--- src/rtl/regfile_sb_if.sv ---
// Decode/writeback bundle for regfile_sb: operand addresses, issue controls,
// writeback strobe, plus the registered operands and the stall flag.
interface regfile_sb_if #(
  parameter int DATA_W = 32,
  parameter int ADDR_W = 5
);
  logic [ADDR_W-1:0] rs;
  logic [ADDR_W-1:0] rt;
  logic              rd_en;
  logic [ADDR_W-1:0] dst;
  logic              dst_en;
  logic [ADDR_W-1:0] wb_addr;
  logic [DATA_W-1:0] wb_data;
  logic              wb_en;
  logic [DATA_W-1:0] A;
  logic [DATA_W-1:0] B;
  logic              stall;

  modport master (
    output rs, rt, rd_en, dst, dst_en, wb_addr, wb_data, wb_en,
    input  A, B, stall
  );

  modport slave (
    input  rs, rt, rd_en, dst, dst_en, wb_addr, wb_data, wb_en,
    output A, B, stall
  );
endinterface

--- src/rtl/regfile_sb.sv ---
// Decode-stage register file: two registered read ports, write-to-read bypass,
// optional hard-wired zero register and a busy scoreboard that drives stall.
// Optional simulation trace of writes/busy-sets: define REGFILE_SB_TRACE_EN.
module regfile_sb #(
  parameter int DATA_W   = 32,
  parameter int ADDR_W   = 5,
  parameter int ZERO_REG = 1
) (
  input logic         clk,
  input logic         rst,
  regfile_sb_if.slave bus
);
  localparam int NREG = 2**ADDR_W;

  logic [DATA_W-1:0] regs [NREG];
  logic [NREG-1:0]   busy;
  logic [DATA_W-1:0] a_q, b_q;
  logic [DATA_W-1:0] op_a, op_b;
  logic              haz_a, haz_b;
  logic              stall_c, issue;
  logic              wr_ok, set_ok;

  function automatic logic writable(input logic [ADDR_W-1:0] addr);
    return !((ZERO_REG != 0) && (addr == '0));
  endfunction

  always_comb begin
    op_a = '0;
    op_b = '0;
    if (bus.wb_en && (bus.wb_addr == bus.rs) && writable(bus.rs))
      op_a = bus.wb_data;
    else if (writable(bus.rs))
      op_a = regs[bus.rs];
    if (bus.wb_en && (bus.wb_addr == bus.rt) && writable(bus.rt))
      op_b = bus.wb_data;
    else if (writable(bus.rt))
      op_b = regs[bus.rt];

    // A writeback landing this cycle resolves the hazard on its address.
    haz_a   = busy[bus.rs] && !(bus.wb_en && (bus.wb_addr == bus.rs));
    haz_b   = busy[bus.rt] && !(bus.wb_en && (bus.wb_addr == bus.rt));
    stall_c = bus.rd_en && (haz_a || haz_b);
    issue   = bus.rd_en && !stall_c;
    wr_ok   = bus.wb_en && writable(bus.wb_addr);
    set_ok  = issue && bus.dst_en && writable(bus.dst);
  end

  always_ff @(posedge clk or posedge rst) begin
    if (rst) begin
      for (int i = 0; i < NREG; i++) regs[i] <= '0;
    end else if (wr_ok) begin
      regs[bus.wb_addr] <= bus.wb_data;
    end
  end

  // Set is written last so a new producer wins over a same-cycle clear.
  always_ff @(posedge clk or posedge rst) begin
    if (rst) begin
      busy <= '0;
    end else begin
      if (bus.wb_en) busy[bus.wb_addr] <= 1'b0;
      if (set_ok)    busy[bus.dst]     <= 1'b1;
    end
  end

  always_ff @(posedge clk or posedge rst) begin
    if (rst) begin
      a_q <= '0;
      b_q <= '0;
    end else if (issue) begin
      a_q <= op_a;
      b_q <= op_b;
    end
  end

  assign bus.A     = a_q;
  assign bus.B     = b_q;
  assign bus.stall = stall_c;

`ifdef REGFILE_SB_TRACE_EN
`ifndef SYNTHESIS
  always @(posedge clk) begin
    if (!rst) begin
      if (wr_ok)
        $display("%0t: r%0d <= %0d (0x%h)", $time, bus.wb_addr, bus.wb_data, bus.wb_data);
      if (set_ok)
        $display("%0t: issue busy r%0d", $time, bus.dst);
    end
  end
`endif
`else
`endif
endmodule

--- src/flat_wrapper.sv ---
// flat-port wrapper written by rule: the top's interface ports become plain ports
module regfile_sb_flat 
#(
  parameter int DATA_W   = 32,
  parameter int ADDR_W   = 5,
  parameter int ZERO_REG = 1
)
  (clk, rst, bus_rs, bus_rt, bus_rd_en, bus_dst, bus_dst_en, bus_wb_addr, bus_wb_data, bus_wb_en, bus_A, bus_B, bus_stall);
  regfile_sb_if #(.DATA_W(DATA_W), .ADDR_W(ADDR_W)) bus_i ();
  input logic clk;
  input logic rst;
  input wire logic [$bits(bus_i.rs)-1:0] bus_rs;
  input wire logic [$bits(bus_i.rt)-1:0] bus_rt;
  input wire logic [$bits(bus_i.rd_en)-1:0] bus_rd_en;
  input wire logic [$bits(bus_i.dst)-1:0] bus_dst;
  input wire logic [$bits(bus_i.dst_en)-1:0] bus_dst_en;
  input wire logic [$bits(bus_i.wb_addr)-1:0] bus_wb_addr;
  input wire logic [$bits(bus_i.wb_data)-1:0] bus_wb_data;
  input wire logic [$bits(bus_i.wb_en)-1:0] bus_wb_en;
  output wire logic [$bits(bus_i.A)-1:0] bus_A;
  output wire logic [$bits(bus_i.B)-1:0] bus_B;
  output wire logic [$bits(bus_i.stall)-1:0] bus_stall;
  assign bus_i.rs = bus_rs;
  assign bus_i.rt = bus_rt;
  assign bus_i.rd_en = bus_rd_en;
  assign bus_i.dst = bus_dst;
  assign bus_i.dst_en = bus_dst_en;
  assign bus_i.wb_addr = bus_wb_addr;
  assign bus_i.wb_data = bus_wb_data;
  assign bus_i.wb_en = bus_wb_en;
  assign bus_A = bus_i.A;
  assign bus_B = bus_i.B;
  assign bus_stall = bus_i.stall;
  regfile_sb #(.DATA_W(DATA_W), .ADDR_W(ADDR_W), .ZERO_REG(ZERO_REG)) u_core (.clk(clk), .rst(rst), .bus(bus_i));
endmodule
--- config.mk ---
export PLATFORM = sky130hd
export DESIGN_NAME = regfile_sb_flat
export DESIGN_NICKNAME = d
export VERILOG_FILES = /design/src/rtl/regfile_sb_if.sv /design/src/rtl/regfile_sb.sv /design/src/flat_wrapper.sv
export SDC_FILE = /design/constraint.sdc
export NUM_CORES = 2
export LEC_CHECK = 0
export BUFFER_PORTS_ARGS = -buffer_cell sky130_fd_sc_hd__buf_2
export CAP_MARGIN = 0
export CORE_UTILIZATION = 24
export CTS_CLUSTER_DIAMETER = 120
export DETAILED_ROUTE_END_ITERATION = 16
export MAX_ROUTING_LAYER = met4
export PLACE_DENSITY_LB_ADDON = 0.2
export SLEW_MARGIN = 20
export SYNTH_ARGS = -nofsm -noshare
export SYNTH_HDL_FRONTEND = slang
export SYNTH_SLANG_ARGS = --single-unit
--- constraint.sdc ---
create_clock -name clk -period 38.4 [get_ports clk]
set_input_delay 7.68 -clock clk [delete_from_list [all_inputs] [get_ports clk]]
set_output_delay 7.68 -clock clk [all_outputs]
set_load 0.005 [all_outputs]
==> flow_summary_export.csv <==
group,metric,value,unit
yosys,synthCells,4121,
global_routing,grt_pass1_vias,39458,
yosys,synth_seq_area_share,47.6,%
timing,period_needed,18680,ps
clocking,cts.clk_slew.worst_paths,60,ps
yosys,postSynthAreaPerCell,14.3,um^2
critical_path,cp_slowest_stage_delay,650,ps
yosys,netlist_area,58900,um^2
critical_path,crit_path_end_kind,"output pin",
place,port_buffers,121,
clocking,cts_root_buffer,"clkbuf_16",
timing,worst_slew_pin_slew,1180,ps
power_and_ir_drop,p_seq_share,43.8,%
timing,slew_violations,0,
critical_path,reg2regPathDepth,7,
place,routabilityCongestion,0.766,
power_and_ir_drop,internal_power,2.60,mW
clocking,cts_buffer_depth,3,
critical_path,critical_path_arrival,11000,ps
floorplanning,die_area,247000,um^2
yosys,synth_seq_cells,1120,
critical_path,cp_num_buf_inv,5,
finish,fin_nets,4073,
timing,fmax,0.0535,GHz
floorplanning,start_util,24.2,%
critical_path,r2r_end,"u_core.bus.A[28]",
yosys,async_reset_ff_share,100,%
global_routing,grt_start_max_net_pins,162,
clocking,post-cts-setup-buffers,0,
yosys,synth_edf_count,0,
global_routing,antenna_found_initial,17,
timing,hold_viol_final,0,
clocking,cts.repair.resized,0,
clocking,cts_hold_buf,0,
power_and_ir_drop,switching_share,28.0,%
timing,rsz0062_at_grt,"no",
hold_path,min_delay_path_depth,0,
timing,fin_crit_sh,48.6,%
power_and_ir_drop,p_sw,1.01,mW
job,maxCapViolCount,0,
critical_path,slowest_stage,"buf_4",
clocking,cts_tree,"done",
power_and_ir_drop,clkPwrFrac,37.1,%
floorplanning,die_w,497,um
clocking,cts.sinks,1120,
floorplanning,coreArea,244000,um^2
place,dp_hpwl,123000,um
global_routing,grt_usage,18.5,%
run_status,status,"complete, no violations",
critical_path,start_kind,"input port",
critical_path,r2r_slack,34690,ps
timing,max_slew_margin,21.6,%
hold_path,hold_path.class,"reg2reg",
timing,clock_skew,35.7,ps
power_and_ir_drop,power_density,53.6,nW/um^2
yosys,yosysWarnings,0,
place,post_dp_cell_area,62700,um^2
critical_path,crit_path_cell_trace,"buf_4 > buf_4 > buf_4 > mux4_2 > and3b_1 > a2111oi_2 > a21oi_2 > buf_4 > nor2_1 > buf_2",
yosys,synth_fp_nets,4178,
clocking,insertion_delay,780,ps
detailed_routing,drt-initial-drc-count,3156,
global_routing,grt.overflow.total,0,
finish,final_layout_size_suffix_gt1_share,47.3,%
critical_path,cp_max_fo,33,
yosys,synthFlopType,"dfrtp_1",
hold_path,holdPathEnd,"u_core.regs[999]",
finish,final_cell_area,67300,um^2
clocking,htree_levels,4,
detailed_routing,via_per_inst,5.21,
clocking,cts_buffers,136,
power_and_ir_drop,comb_power_share,19.1,%
critical_path,path_delay_family,"buffers and inverters",
timing,finalSetupViolCount,0,
detailed_routing,vias,38187,
detailed_routing,wl,224000,um
timing,fin_tns_setup,0,ps
floorplanning,io_pins,122,
detailed_routing,postRouteAntennaNets,0,
global_routing,grt_first_pass_wirelength,320000,um
critical_path,regToRegStartpoint,"u_core.busy[23]",
yosys,post_synth_num_cell_types,48,
detailed_routing,drc,0,
finish,fillers,24829,
detailed_routing,dr.pass1.iters,5,
critical_path,cpMostUsedCell,"buf_4",
finish,area.growth.synth_to_final,14.3,%
power_and_ir_drop,power_leakage,28.9,nW
detailed_routing,wl_per_cell,30.6,um
critical_path,critical_path_required,30720,ps
hold_path,worstHoldStart,"u_core.regs[999]",
power_and_ir_drop,ir_drop,0.0379,mV
critical_path,path_class,"in2out",
floorplanning,rows,181,
floorplanning,die_h,497,um
## through the flow
step	hold WS, ps	util [%]	power (mW)	setup slack (ps)	cells
after global routing	407	27.6	3.78	19590	7324
after global placement	380	25.7	2.28	19730	7080
after detailed placement	384	25.7	2.29	19730	7080
after CTS	398	27.6	3.65	19720	7322
final	395	27.6	3.61	19720	7328
after floorplan	442	-	2.07	15260	4121
## cell usage in the layout, fill, tap and decap left out, types with 43 or more instances in the layout
| cell | synthesis | routed |
|---|---|---|
| dfrtp_1 | 1120 | 1120 |
| mux2_2 | 1093 | 1093 |
| mux2i_1 | 354 | 354 |
| mux4_2 | 345 | 345 |
| clkbuf_16 | 0 | 140 |
| o22ai_1 | 118 | 118 |
| buf_2 | 82 | 114 |
| buf_4 | 22 | 87 |
| a22oi_1 | 74 | 74 |
| a32o_1 | 64 | 64 |
| a221oi_1 | 57 | 57 |
| a21oi_1 | 55 | 54 |
| inv_1 | 50 | 49 |
| o221ai_1 | 43 | 43 |
## worst max path at each step
stage / start / to / depth (start not counted)
after CTS: bus_rs[2] / bus_stall / 10
after global routing: bus_rs[2] / bus_stall / 10
after global placement: bus_rs[2] / bus_stall / 10
after detailed placement: bus_rs[2] / bus_stall / 10
final: bus_rs[2] / bus_stall / 10
after floorplan: rst / u_core.bus.A[0] / 1
## metal layers
| layer | GRT usage [%] | share of wire, % |
|---|---|---|
| met4 | 5.09 | 2.7 |
| met3 | 2.80 | 4.8 |
| met1 | 25.1 | 46 |
| met2 | 28.6 | 47 |
| met5 | - | 0 |
## sequential cells by signal (all words and copies together), names as in the netlist
signal        count
u_core.busy      32
u_core.bus.A     32
u_core.regs    1024
u_core.bus.B     32
## cell families after synthesis
family | synth area share (%)
AND/OR/NAND/NOR | 1.89
XOR/XNOR | 0.149
multiplexers | 40.8
AO/OA/AOI/OAI | 5.86
flip-flops | 47.6
buffers and inverters | 3.69
## power groups by stage
| stage | Combinational, mW | Clock (mW) | Sequential [mW] |
|---|---|---|---|
| after global routing | 0.744 | 1.42 | 1.61 |
| final | 0.688 | 1.34 | 1.58 |
| after detailed placement | 0.697 | 0 | 1.60 |
| after floorplan | 0.524 | 0 | 1.55 |
| after global placement | 0.688 | 0 | 1.59 |
| after CTS | 0.699 | 1.38 | 1.58 |
## layout make-up
cell class              count  area (um^2)  area share (%)
diodes                      6         15.0          0.0223
well taps                3202         4010            5.95
clock inverters            40          517           0.768
multi-input cells        2493        29100            43.2
flip-flops and latches   1120        28000            41.7
clock buffers             202         4040            6.00
repair buffers            214         1430            2.12
inverters                  51          195           0.290
## cells in the mapped netlist, types with 2 or more instances
cell type	n	area, um^2
nand2_1	34	128
buf_4	22	165
a221oi_1	57	499
a211oi_1	13	97.6
buf_1	47	176
nor3_1	5	25.0
inv_1	50	188
and3b_1	3	26.3
mux2_2	1093	12300
mux2_4	28	420
clkbuf_1	295	1110
mux4_2	345	7770
nand3_1	16	80.1
nor4_1	2	12.5
and3_1	37	231
nor2b_1	13	81.3
buf_2	82	410
buf_6	11	124
mux2i_1	354	3540
or3_1	2	12.5
o221ai_1	43	377
xnor2_1	2	17.5
a21oi_1	55	275
a32o_1	64	641
or3b_2	3	26.3
nor2_1	60	225
nand3b_1	7	52.6
dfrtp_1	1120	28000
a22oi_1	74	556
xor2_1	8	70.1
nor4b_2	2	30.0
nand2b_1	10	62.6
nor3b_1	10	75.1
o22ai_1	118	738
a2111oi_0	23	201
Note: power is estimated with default switching activity, not from simulation.
